`src/rtl/v850_fetch_pkg.sv`:
```
// Shared types and the instruction-length decode for the V850 fetch front end.
package v850_fetch_pkg;

    typedef logic [1:0] instr_len_t;

    typedef enum logic {
        S_RUN,
        S_DRAIN
    } fetch_state_t;

    // Bits [15:5] of MOV imm32 with reg2 = r0: the only 48-bit form.
    localparam logic [10:0] MOV_IMM32_OP = 11'b00000110001;

    function automatic instr_len_t instr_len_hw(input logic [15:0] h);
        if (h[15:5] == MOV_IMM32_OP) begin
            return 2'd3;
        end
        if (h[10:9] == 2'b11) begin
            return 2'd2;
        end
        return 2'd1;
    endfunction

endpackage

```
`src/rtl/v850_fetch_queue_hw_queue.sv`:
```
// Circular halfword buffer: multi-push, multi-pop (up to 3) and flush; shows the head three halfwords.
module v850_hw_queue
    import v850_fetch_pkg::*;
#(
    parameter int HPF   = 2,
    parameter int DEPTH = 8,
    parameter int CW    = $clog2(DEPTH) + 1
) (
    input  logic              clk,
    input  logic              rst_n,
    input  logic              flush_i,
    input  logic [2:0]        push_n_i,
    input  logic [HPF*16-1:0] push_data_i,
    input  instr_len_t        pop_n_i,
    output logic [CW-1:0]     count_o,
    output logic [47:0]       head_o
);
    localparam int AW = $clog2(DEPTH);

    logic [15:0]   mem_q [DEPTH];
    logic [15:0]   mem_d [DEPTH];
    logic [AW-1:0] rd_ptr_q, rd_ptr_d;
    logic [AW-1:0] wr_ptr_q, wr_ptr_d;
    logic [CW-1:0] count_q, count_d;

    always_comb begin
        mem_d = mem_q;
        for (int i = 0; i < HPF; i++) begin
            if (3'(i) < push_n_i) begin
                mem_d[wr_ptr_q + AW'(i)] = push_data_i[i*16 +: 16];
            end
        end
        rd_ptr_d = rd_ptr_q + AW'(pop_n_i);
        wr_ptr_d = wr_ptr_q + AW'(push_n_i);
        count_d  = count_q + CW'(push_n_i) - CW'(pop_n_i);
        // Storage contents are left as-is on flush; only the pointers matter.
        if (flush_i) begin
            rd_ptr_d = '0;
            wr_ptr_d = '0;
            count_d  = '0;
        end
    end

    always_comb begin
        head_o = '0;
        for (int k = 0; k < 3; k++) begin
            if (CW'(k) < count_q) begin
                head_o[k*16 +: 16] = mem_q[rd_ptr_q + AW'(k)];
            end
        end
    end

    assign count_o = count_q;

    always_ff @(posedge clk or negedge rst_n) begin
        if (!rst_n) begin
            for (int i = 0; i < DEPTH; i++) begin
                mem_q[i] <= '0;
            end
            rd_ptr_q <= '0;
            wr_ptr_q <= '0;
            count_q  <= '0;
        end else begin
            mem_q    <= mem_d;
            rd_ptr_q <= rd_ptr_d;
            wr_ptr_q <= wr_ptr_d;
            count_q  <= count_d;
        end
    end

endmodule

```
`src/rtl/v850_fetch_queue.sv`:
```
// V850 instruction-fetch front end: credit-limited word fetches into a halfword queue,
// one 16/32/48-bit instruction per cycle to decode, redirect flush with stale-response drain.
module v850_fetch_queue
    import v850_fetch_pkg::*;
#(
    parameter int              FETCH_W   = 32,
    parameter int              QDEPTH_HW = 8,
    parameter int              MAX_OUTST = 2,
    parameter int              PC_W      = 25,
    parameter logic [PC_W-1:0] RESET_PC  = '0
) (
    input  logic               clk,
    input  logic               rst_n,
    input  logic               redirect_i,
    input  logic [PC_W-1:0]    redirect_pc_i,
    output logic               mem_req_o,
    output logic [PC_W-1:0]    mem_addr_o,
    input  logic               mem_gnt_i,
    input  logic               mem_rvalid_i,
    input  logic [FETCH_W-1:0] mem_rdata_i,
    output logic               instr_valid_o,
    input  logic               instr_ready_i,
    output logic [63:0]        instr_o,
    output logic [1:0]         instr_len_o,
    output logic [PC_W-1:0]    instr_pc_o
);
    localparam int HPF = FETCH_W / 16;
    localparam int AL  = $clog2(HPF);
    localparam int CW  = $clog2(QDEPTH_HW) + 1;
    localparam logic [PC_W-1:0] ALIGN_MASK = ~PC_W'(HPF - 1);

    fetch_state_t    state_q, state_d;
    logic [2:0]      outst_q, outst_d;
    logic [PC_W-1:0] fetch_pc_q, fetch_pc_d;
    logic [PC_W-1:0] head_pc_q, head_pc_d;
    logic [AL-1:0]   skip_q, skip_d;
    logic            req_q, req_d;

    logic [CW-1:0]      q_count, count_nxt;
    logic [47:0]        q_head;
    logic [2:0]         push_n;
    logic [FETCH_W-1:0] push_data;
    instr_len_t         head_len, pop_n;
    logic               push_en, valid, xfer, gnt_acc, credit_ok;

    v850_hw_queue #(
        .HPF   (HPF),
        .DEPTH (QDEPTH_HW),
        .CW    (CW)
    ) u_queue (
        .clk         (clk),
        .rst_n       (rst_n),
        .flush_i     (redirect_i),
        .push_n_i    (push_n),
        .push_data_i (push_data),
        .pop_n_i     (pop_n),
        .count_o     (q_count),
        .head_o      (q_head)
    );

    always_comb begin
        head_len  = instr_len_hw(q_head[15:0]);
        valid     = CW'(head_len) <= q_count;
        xfer      = valid && instr_ready_i;
        gnt_acc   = req_q && mem_gnt_i;
        // A response arriving with a redirect belongs to the old stream and is dropped.
        push_en   = mem_rvalid_i && (state_q == S_RUN) && !redirect_i;
        push_n    = push_en ? (3'(HPF) - 3'(skip_q)) : 3'd0;
        push_data = mem_rdata_i >> {skip_q, 4'b0000};
        pop_n     = xfer ? head_len : 2'd0;
        count_nxt = redirect_i ? '0 : (q_count + CW'(push_n) - CW'(pop_n));
        outst_d   = outst_q + 3'(gnt_acc) - 3'(mem_rvalid_i);

        state_d = state_q;
        if (redirect_i) begin
            state_d = (outst_d != 3'd0) ? S_DRAIN : S_RUN;
        end else if ((state_q == S_DRAIN) && (outst_d == 3'd0)) begin
            state_d = S_RUN;
        end

        // Reserve queue space for every response still owed plus the one being asked for.
        credit_ok = (int'(outst_d) < MAX_OUTST) &&
                    (int'(count_nxt) + (int'(outst_d) + 1) * HPF <= QDEPTH_HW);
        req_d = (state_d == S_RUN) && credit_ok;
        if (req_q && !mem_gnt_i && !redirect_i) begin
            req_d = 1'b1;
        end

        fetch_pc_d = fetch_pc_q;
        skip_d     = skip_q;
        head_pc_d  = head_pc_q;
        if (redirect_i) begin
            fetch_pc_d = redirect_pc_i & ALIGN_MASK;
            skip_d     = redirect_pc_i[AL-1:0];
            head_pc_d  = redirect_pc_i;
        end else begin
            if (gnt_acc) begin
                fetch_pc_d = fetch_pc_q + PC_W'(HPF);
            end
            if (push_en) begin
                skip_d = '0;
            end
            if (xfer) begin
                head_pc_d = head_pc_q + PC_W'(head_len);
            end
        end
    end

    always_ff @(posedge clk or negedge rst_n) begin
        if (!rst_n) begin
            state_q    <= S_RUN;
            outst_q    <= '0;
            fetch_pc_q <= RESET_PC & ALIGN_MASK;
            skip_q     <= RESET_PC[AL-1:0];
            head_pc_q  <= RESET_PC;
            req_q      <= 1'b0;
        end else begin
            state_q    <= state_d;
            outst_q    <= outst_d;
            fetch_pc_q <= fetch_pc_d;
            skip_q     <= skip_d;
            head_pc_q  <= head_pc_d;
            req_q      <= req_d;
        end
    end

    assign mem_req_o     = req_q;
    assign mem_addr_o    = fetch_pc_q;
    assign instr_valid_o = valid;
    assign instr_len_o   = valid ? head_len : 2'd0;
    assign instr_pc_o    = valid ? head_pc_q : '0;
    assign instr_o       = valid ? {16'h0,
                                    (head_len == 2'd3) ? q_head[47:32] : 16'h0,
                                    (head_len != 2'd1) ? q_head[31:16] : 16'h0,
                                    q_head[15:0]} : 64'h0;

    assert property (@(posedge clk) disable iff (!rst_n) !(mem_rvalid_i && (outst_q == 3'd0)));
    assert property (@(posedge clk) disable iff (!rst_n)
        !(push_en && (int'(q_count) + int'(push_n) - int'(pop_n) > QDEPTH_HW)));

endmodule

```
`config.mk`:
```
export PLATFORM = sky130hd
export DESIGN_NAME = v850_fetch_queue
export DESIGN_NICKNAME = d
export VERILOG_FILES = /design/src/rtl/v850_fetch_pkg.sv /design/src/rtl/v850_fetch_queue_hw_queue.sv /design/src/rtl/v850_fetch_queue.sv
export SDC_FILE = /design/constraint.sdc
export NUM_CORES = 1
export LEC_CHECK = 0
export ABC_AREA = 0
export ABC_CLOCK_PERIOD_IN_PS = 16900
export BUFFER_PORTS_ARGS = -buffer_cell sky130_fd_sc_hd__buf_2
export CELL_PAD_IN_SITES_DETAIL_PLACEMENT = 1
export CELL_PAD_IN_SITES_GLOBAL_PLACEMENT = 1
export CORE_MARGIN = 2
export CORE_UTILIZATION = 48
export CTS_CLUSTER_SIZE = 25
export DETAILED_ROUTE_END_ITERATION = 6
export PLACE_DENSITY = 0.9
export SETUP_SLACK_MARGIN = 0.3
export SLEW_MARGIN = 5
export SYNTH_ARGS = -nofsm -noshare
export SYNTH_HDL_FRONTEND = slang
export SYNTH_SLANG_ARGS = --single-unit
```
`constraint.sdc`:
```
create_clock -name clk -period 16.9 [get_ports clk]
set_clock_uncertainty 0.15 [all_clocks]
set_input_delay 0.845 -clock clk [delete_from_list [all_inputs] [get_ports clk]]
set_output_delay 0.845 -clock clk [all_outputs]
set_load 0.005 [all_outputs]
```
Word level (Yosys, flattened, before mapping)
Cells that the tools add are included.

storage, ports and cells
  register bits after elaboration = 194
  input port bits = 63

operators by class
  muxes and demuxes = 47
  reduce and logical (&&, ||, !) cells = 18
  add/sub/neg operators = 14
  eq/ne operators = 4
  shift operators = 1
  magnitude comparators = 15
  bitwise gates (word level) = 7

operators with widths
  cell                     count
  $bwmux W128              2
  $mux W128                2
  $mux W16                 13
  $bmux W16 S3             3
  $mux W25                 5
  $demux W16 S3            2
  $mux W48                 1
  $shr A32 B5 Y32          1
  $add A25 B2 Y25          1
  $add A25 B2 Y25 const B  1
  $ge A4 B4 Y1 const B     5
  $not A3 Y4               5
  $mux W2                  6
  $eq A11 B6 Y1 const B    1
  $logic_and A1 B1 Y1      11
  $mux W1                  9
  $mux W3                  3
  $lt A1 B4 Y1 const A     2
  $lt A4 B1 Y1 const B     2
  $add A3 B1 Y3 const B    2
  $add A4 B5 Y6            1
  $le A6 B4 Y1 const B     1
  $lt A1 B3 Y1 const A     2
  $reduce_bool A2 Y1       3
  other kinds (19)         22

Longest topological paths before layout
  depth after elaboration = 20
  mapped depth = 25
  mapped depth without buffers = 23

Modules after synthesis
From an unflattened synthesis, not the netlist that was laid out.

unflattened totals
  cells, all modules = 1,607
  area, all modules = 14,400.1 um^2

by module, submodules not included
  module            cells each  area each (um^2)  times used
  v850_hw_queue     1,116       9,934.5           1
  v850_fetch_queue  491         4,465.5           1

Worst setup path before layout
Ideal clock, no wire load.

  path type = flip-flop to flip-flop
  from = reg u_queue.rd_ptr_q[0]
  to = reg req_q (netlist: mem_req_o)
  path buffers = 4
  slack = 11,081 ps
  stages on the path, launching flop included = 24
  data arrival time = 5,592 ps
  period minus slack after synthesis = 5,819 ps
  cells stage by stage = dfrtp_1 > buf_2 > buf_2 > mux4_2 > mux2i_1 > nor3_2 > ha_1 > nand3_1 > or4_4 > and3_1 > clkbuf_1 > clkbuf_1 > and3_1 > fa_1 > inv_1 > fa_1 > nor2b_1 > ha_1 > fa_1 > nor3_1 > o21ai_0 > a21oi_1 > nand2_1 > o2bb2ai_1

on the way
  longest elaborated chain between the ends = 20
  elaborated cells on any way between the ends = 23
  those cells by class = add/sub: 2; order compare: 2; eq/ne: 2; mux: 13; bitwise: 1; reduce/logical: 3

ends and longest elaborated chain
  element                                          line                             RTL
  start: declaration                               v850_fetch_queue_hw_queue.sv:22  logic [AW-1:0] rd_ptr_q, rd_ptr_d;
  start signal: assignment                         v850_fetch_queue_hw_queue.sv:65  rd_ptr_q <= rd_ptr_d;
  $not A3 Y4 (implied by the code) (*)             v850_fetch_queue_hw_queue.sv:48  head_o[k*16 +: 16] = mem_q[rd_ptr_q + AW'(k)];
  $bmux W16 S3 (*)                                 v850_fetch_queue_hw_queue.sv:48
  $mux W16 (implied by the code) (*) (2 in a row)  v850_fetch_queue_hw_queue.sv:48
  $mux W16 (*)                                     v850_fetch_queue_hw_queue.sv:47  if (CW'(k) < count_q) begin
  $eq A2 B2 Y1                                     v850_fetch_pkg.sv:18             if (h[10:9] == 2'b11) begin
  $mux W1 (2 in a row)                             v850_fetch_pkg.sv:18
  $mux W2                                          v850_fetch_pkg.sv:21             return 2'd1;
  $mux W2 (*)                                      v850_fetch_pkg.sv:18
  (+4 left out)                                    --
  $mux W4 (*)                                      v850_fetch_queue.sv:71           count_nxt = redirect_i ? '0 : (q_count + CW'(push_n) - CW'(pop_n));
  named net count_nxt[1]                           v850_fetch_queue.sv:39           logic [CW-1:0] q_count, count_nxt;
  $add A4 B5 Y6 (*)                                v850_fetch_queue.sv:83           (int'(count_nxt) + (int'(outst_d) + 1) * HPF <= QDEPTH_HW);
  $le A6 B4 Y1 (*)                                 v850_fetch_queue.sv:83
  $logic_and A1 B1 Y1 (*)                          v850_fetch_queue.sv:82           credit_ok = (int'(outst_d) < MAX_OUTST) &&
  $logic_and A1 B1 Y1 (*)                          v850_fetch_queue.sv:84           req_d = (state_d == S_RUN) && credit_ok;
  $mux W1 (*)                                      v850_fetch_queue.sv:85           if (req_q && !mem_gnt_i && !redirect_i) begin
  named net req_d                                  v850_fetch_queue.sv:37           logic req_q, req_d;
  end signal: assignment                           v850_fetch_queue.sv:123          req_q <= req_d;
  end: declaration                                 v850_fetch_queue.sv:37

The timed path passes the listed nets; every way through them passes the cells marked *. The select of a mux whose other input is x is not followed.
A chain may end at the register's enable or synchronous reset.

Worst setup path in the final report
Same ends and word-level chain as after synthesis.

==> results.cfg <==
[status]
outcome = finished, final reports clean

[die]
core-area_um2 = 27000
floorplan.die.height_um = 170
floorplan.rows = 60
fp.dieArea_um2 = 28900
ios = 181
initial_utilization = 0.490
die_width_um = 170

[clock_tree]
cts_num_sinks = 193
tritoncts = built
clock_tree.root_cell = sky130_fd_sc_hd__clkbuf_16
postCtsSetupBuffers = 0
cts-resized-gates = 0
clock_latency_ps = 460
clk_pin_slew_worst_paths_ps = 80
cts_buffers = 17
htree_levels = 4
cts_buffer_depth = 2
postCtsHoldBufs = 0

[drt]
drt-wirelength-per-cell_um = 25.7
totalWireLength_um = 48900
count_of_tritonroute_iterations_in_the_first_routing_pass = 5
drt.antenna.violating_nets = 0
detailedRoute.firstIterationViolations = 1486
vias = 12900
final_routed_drc_violation_total = 0
drt-vias-per-instance = 6.76

[final_layout]
final_cell_area_um2 = 14700
area_delta_synth_final_pct = 11.4
final_common_cell = sky130_fd_sc_hd__nand2_1
finalCoreUtilization = 0.546
antenna-diode-count = 0
final_cell_mix = sky130_fd_sc_hd__nand2_1 (220), sky130_fd_sc_hd__dfrtp_1 (190), sky130_fd_sc_hd__nor2_1 (168)
layout-drive-gt1-share = 0.217
layout.cells.non_filler = 1902
num-nets-final = 1637

[setup_path]
regToRegEndpoint = mem_req_o
criticalPathCategory = reg2reg
slowest_stage = sky130_fd_sc_hd__buf_4
timing.critical_path.from_type = flop
cp_num_buf_inv = 2
cp.required_ps = 17130
cp_top_family = simple AND/OR/NAND/NOR gates
r2r_setup_slack_ps = 8810
category_of_the_worst_setup_path_capture_point = flop
critical-path-max-stage-delay_ps = 860
crit_path_frequent_cell = sky130_fd_sc_hd__fa_1
crit_fanout = 59
crit-reg2reg-launch = u_queue.rd_ptr_q[0]
cp_cell_sequence = buf_4 > mux4_2 > mux2i_1 > nor3_2 > ha_1 > nand3_1 > or4_4 > and3_1 > and3_1 > fa_1 > inv_1 > fa_1 > nor2b_1 > ha_1 > fa_1 > nor3_1 > o21ai_0 > a21oi_1 > nand2_1 > o2bb2ai_1
setup.worst_path.start = u_queue.rd_ptr_q[0]
worst_r2r_path_depth = 20
timing.critical_path.arrival_ps = 8320

[synthesis]
ys_async_sr_fraction = 1.00
seq_area_frac_synth = 0.365
synth-edff-count = 0
yosys.cell_types.count = 56
syn-mean-instance-area_um2 = 9.03
synth-seq-cells = 193
syn_inst = 1467
yosysWarningCount = 0
netlist_area_um2 = 13200
ys.flop_type = sky130_fd_sc_hd__dfrtp_1

[pwr]
power.density_nw_per_um2 = 141
peakVddDrop_v = 0.0000718
p_leak_nw = 6.06

[flow_run]
max_cap_violations = 0

[place]
placement.cell_area_um2 = 14200
routabilityCongestion = 0.870
port_buffers = 163
dp_cells = 1870
detailedPlace.worstSlack_ps = 9040
dp.final_hpwl_um = 31100

[global_route]
antenna_violations_before_repair = 1
grt_pass1_vias = 13500
grt_pass1_wl_um = 76200
overflow = 0
grt_max_degree = 73
grt_use_total = 0.342

[hold_path]
hold_class = in2async

[sta]
timing.max_slew.rel_slack = 0.161
timing.final.hold_violations = 0
finalWorstPathRequiredPeriod_ps = 8090
worst_slew_pin_slew_ps = 1250
final.setup.worst_slack_ps = 8810
final_critical_path_share_of_the_clock_period = 0.479
finalSetupViolCount = 0
final_max_slew_viol_count = 0
timing.fmax_ghz = 0.124
setup-tns-final_ps = 0
grt_setup_unrepaired = false
per-stage QoR:
stage,hold WS [ps],power [mW]
floorplan,350,1.30
global placement,378,1.56
detailed placement,394,1.63
CTS,214,2.06
global route,206,2.17
finish,177,2.07
layer usage:
layer,GRT usage,up-vias,wire length (um)
met5,0,-,18
met4,0.190,2,2590
met3,0.0726,206,4370
met2,0.557,841,23600
met1,0.427,6450,18400
li1,-,5353,-
worst reg2reg max path, delay by kind of cell, from the launching register on:
family | cells | cell delay, ps
mux | 2 | 1080
flops | 1 | 850
fa+ha+maj | 5 | 2140
simple gates | 8 | 2400
compound gates | 3 | 440
buf+inv | 2 | 950
power breakdown:
group / switching (mW) / internal (mW) / leakage [nW] / total (mW)
registers: 0.117 / 0.548 / 2.47 / 0.665
clock network: 0.216 / 0.201 / 0.284 / 0.417
logic: 0.560 / 0.430 / 3.30 / 0.990
cells in the mapped netlist (all sizes together) (9+ instances only):
cell type / count / area share
nor2: 172 / 0.049
ha: 19 / 0.018
nand2: 220 / 0.062
nor3: 13 / 0.0053
nor2b: 10 / 0.0047
clkbuf: 93 / 0.026
xor2: 12 / 0.0079
dfrtp: 193 / 0.36
and2: 29 / 0.014
inv: 27 / 0.0077
and3: 20 / 0.0098
or4: 10 / 0.0060
xnor2: 22 / 0.015
nand3: 21 / 0.0079
a31oi: 18 / 0.0085
o31ai: 11 / 0.0066
a211oi: 9 / 0.0051
nand4: 13 / 0.0066
and4: 9 / 0.0060
mux4: 92 / 0.16
mux2i: 51 / 0.039
a21oi: 132 / 0.050
buf: 47 / 0.021
o21ai: 167 / 0.063
sequential cells by signal, indices dropped and copies added (netlist names):
register,flops
u_queue.wr_ptr_q,3
mem_addr_o,24
mem_req_o,1
outst_q,3
head_pc_q,25
u_queue.mem_q,128
skip_q,1
state_q,1
u_queue.rd_ptr_q,3
u_queue.count_o,4
logic make-up after synthesis:
group,Yosys count,synth area share
and+or+nand+nor,535,0.180
AOI/OAI and AO/OA,360,0.148
buffers and inverters,168,0.0554
adders and majority gates,26,0.0285
muxes,150,0.201
xor gates and xnor gates,34,0.0225
DFF,193,0.365
other,1,0.000283
worst max-delay path by stage:
stage,to,slack (ps),cells past startpoint
finish,mem_req_o,8810,20
global route,mem_req_o,8510,20
CTS,mem_req_o,8980,20
detailed placement,mem_req_o,9040,20
global placement,mem_req_o,9530,20
floorplan,mem_req_o,11080,23
layout make-up:
cell class	instances	area, um2
fill	3144	12300
multi-input combinational	1122	7800
sequential	193	4840
timing repair buffer	186	997
clock buffer	18	439
tap	341	427
clock inverter	14	146
inverter	28	105
Note: power is estimated with default switching activity, not from simulation.
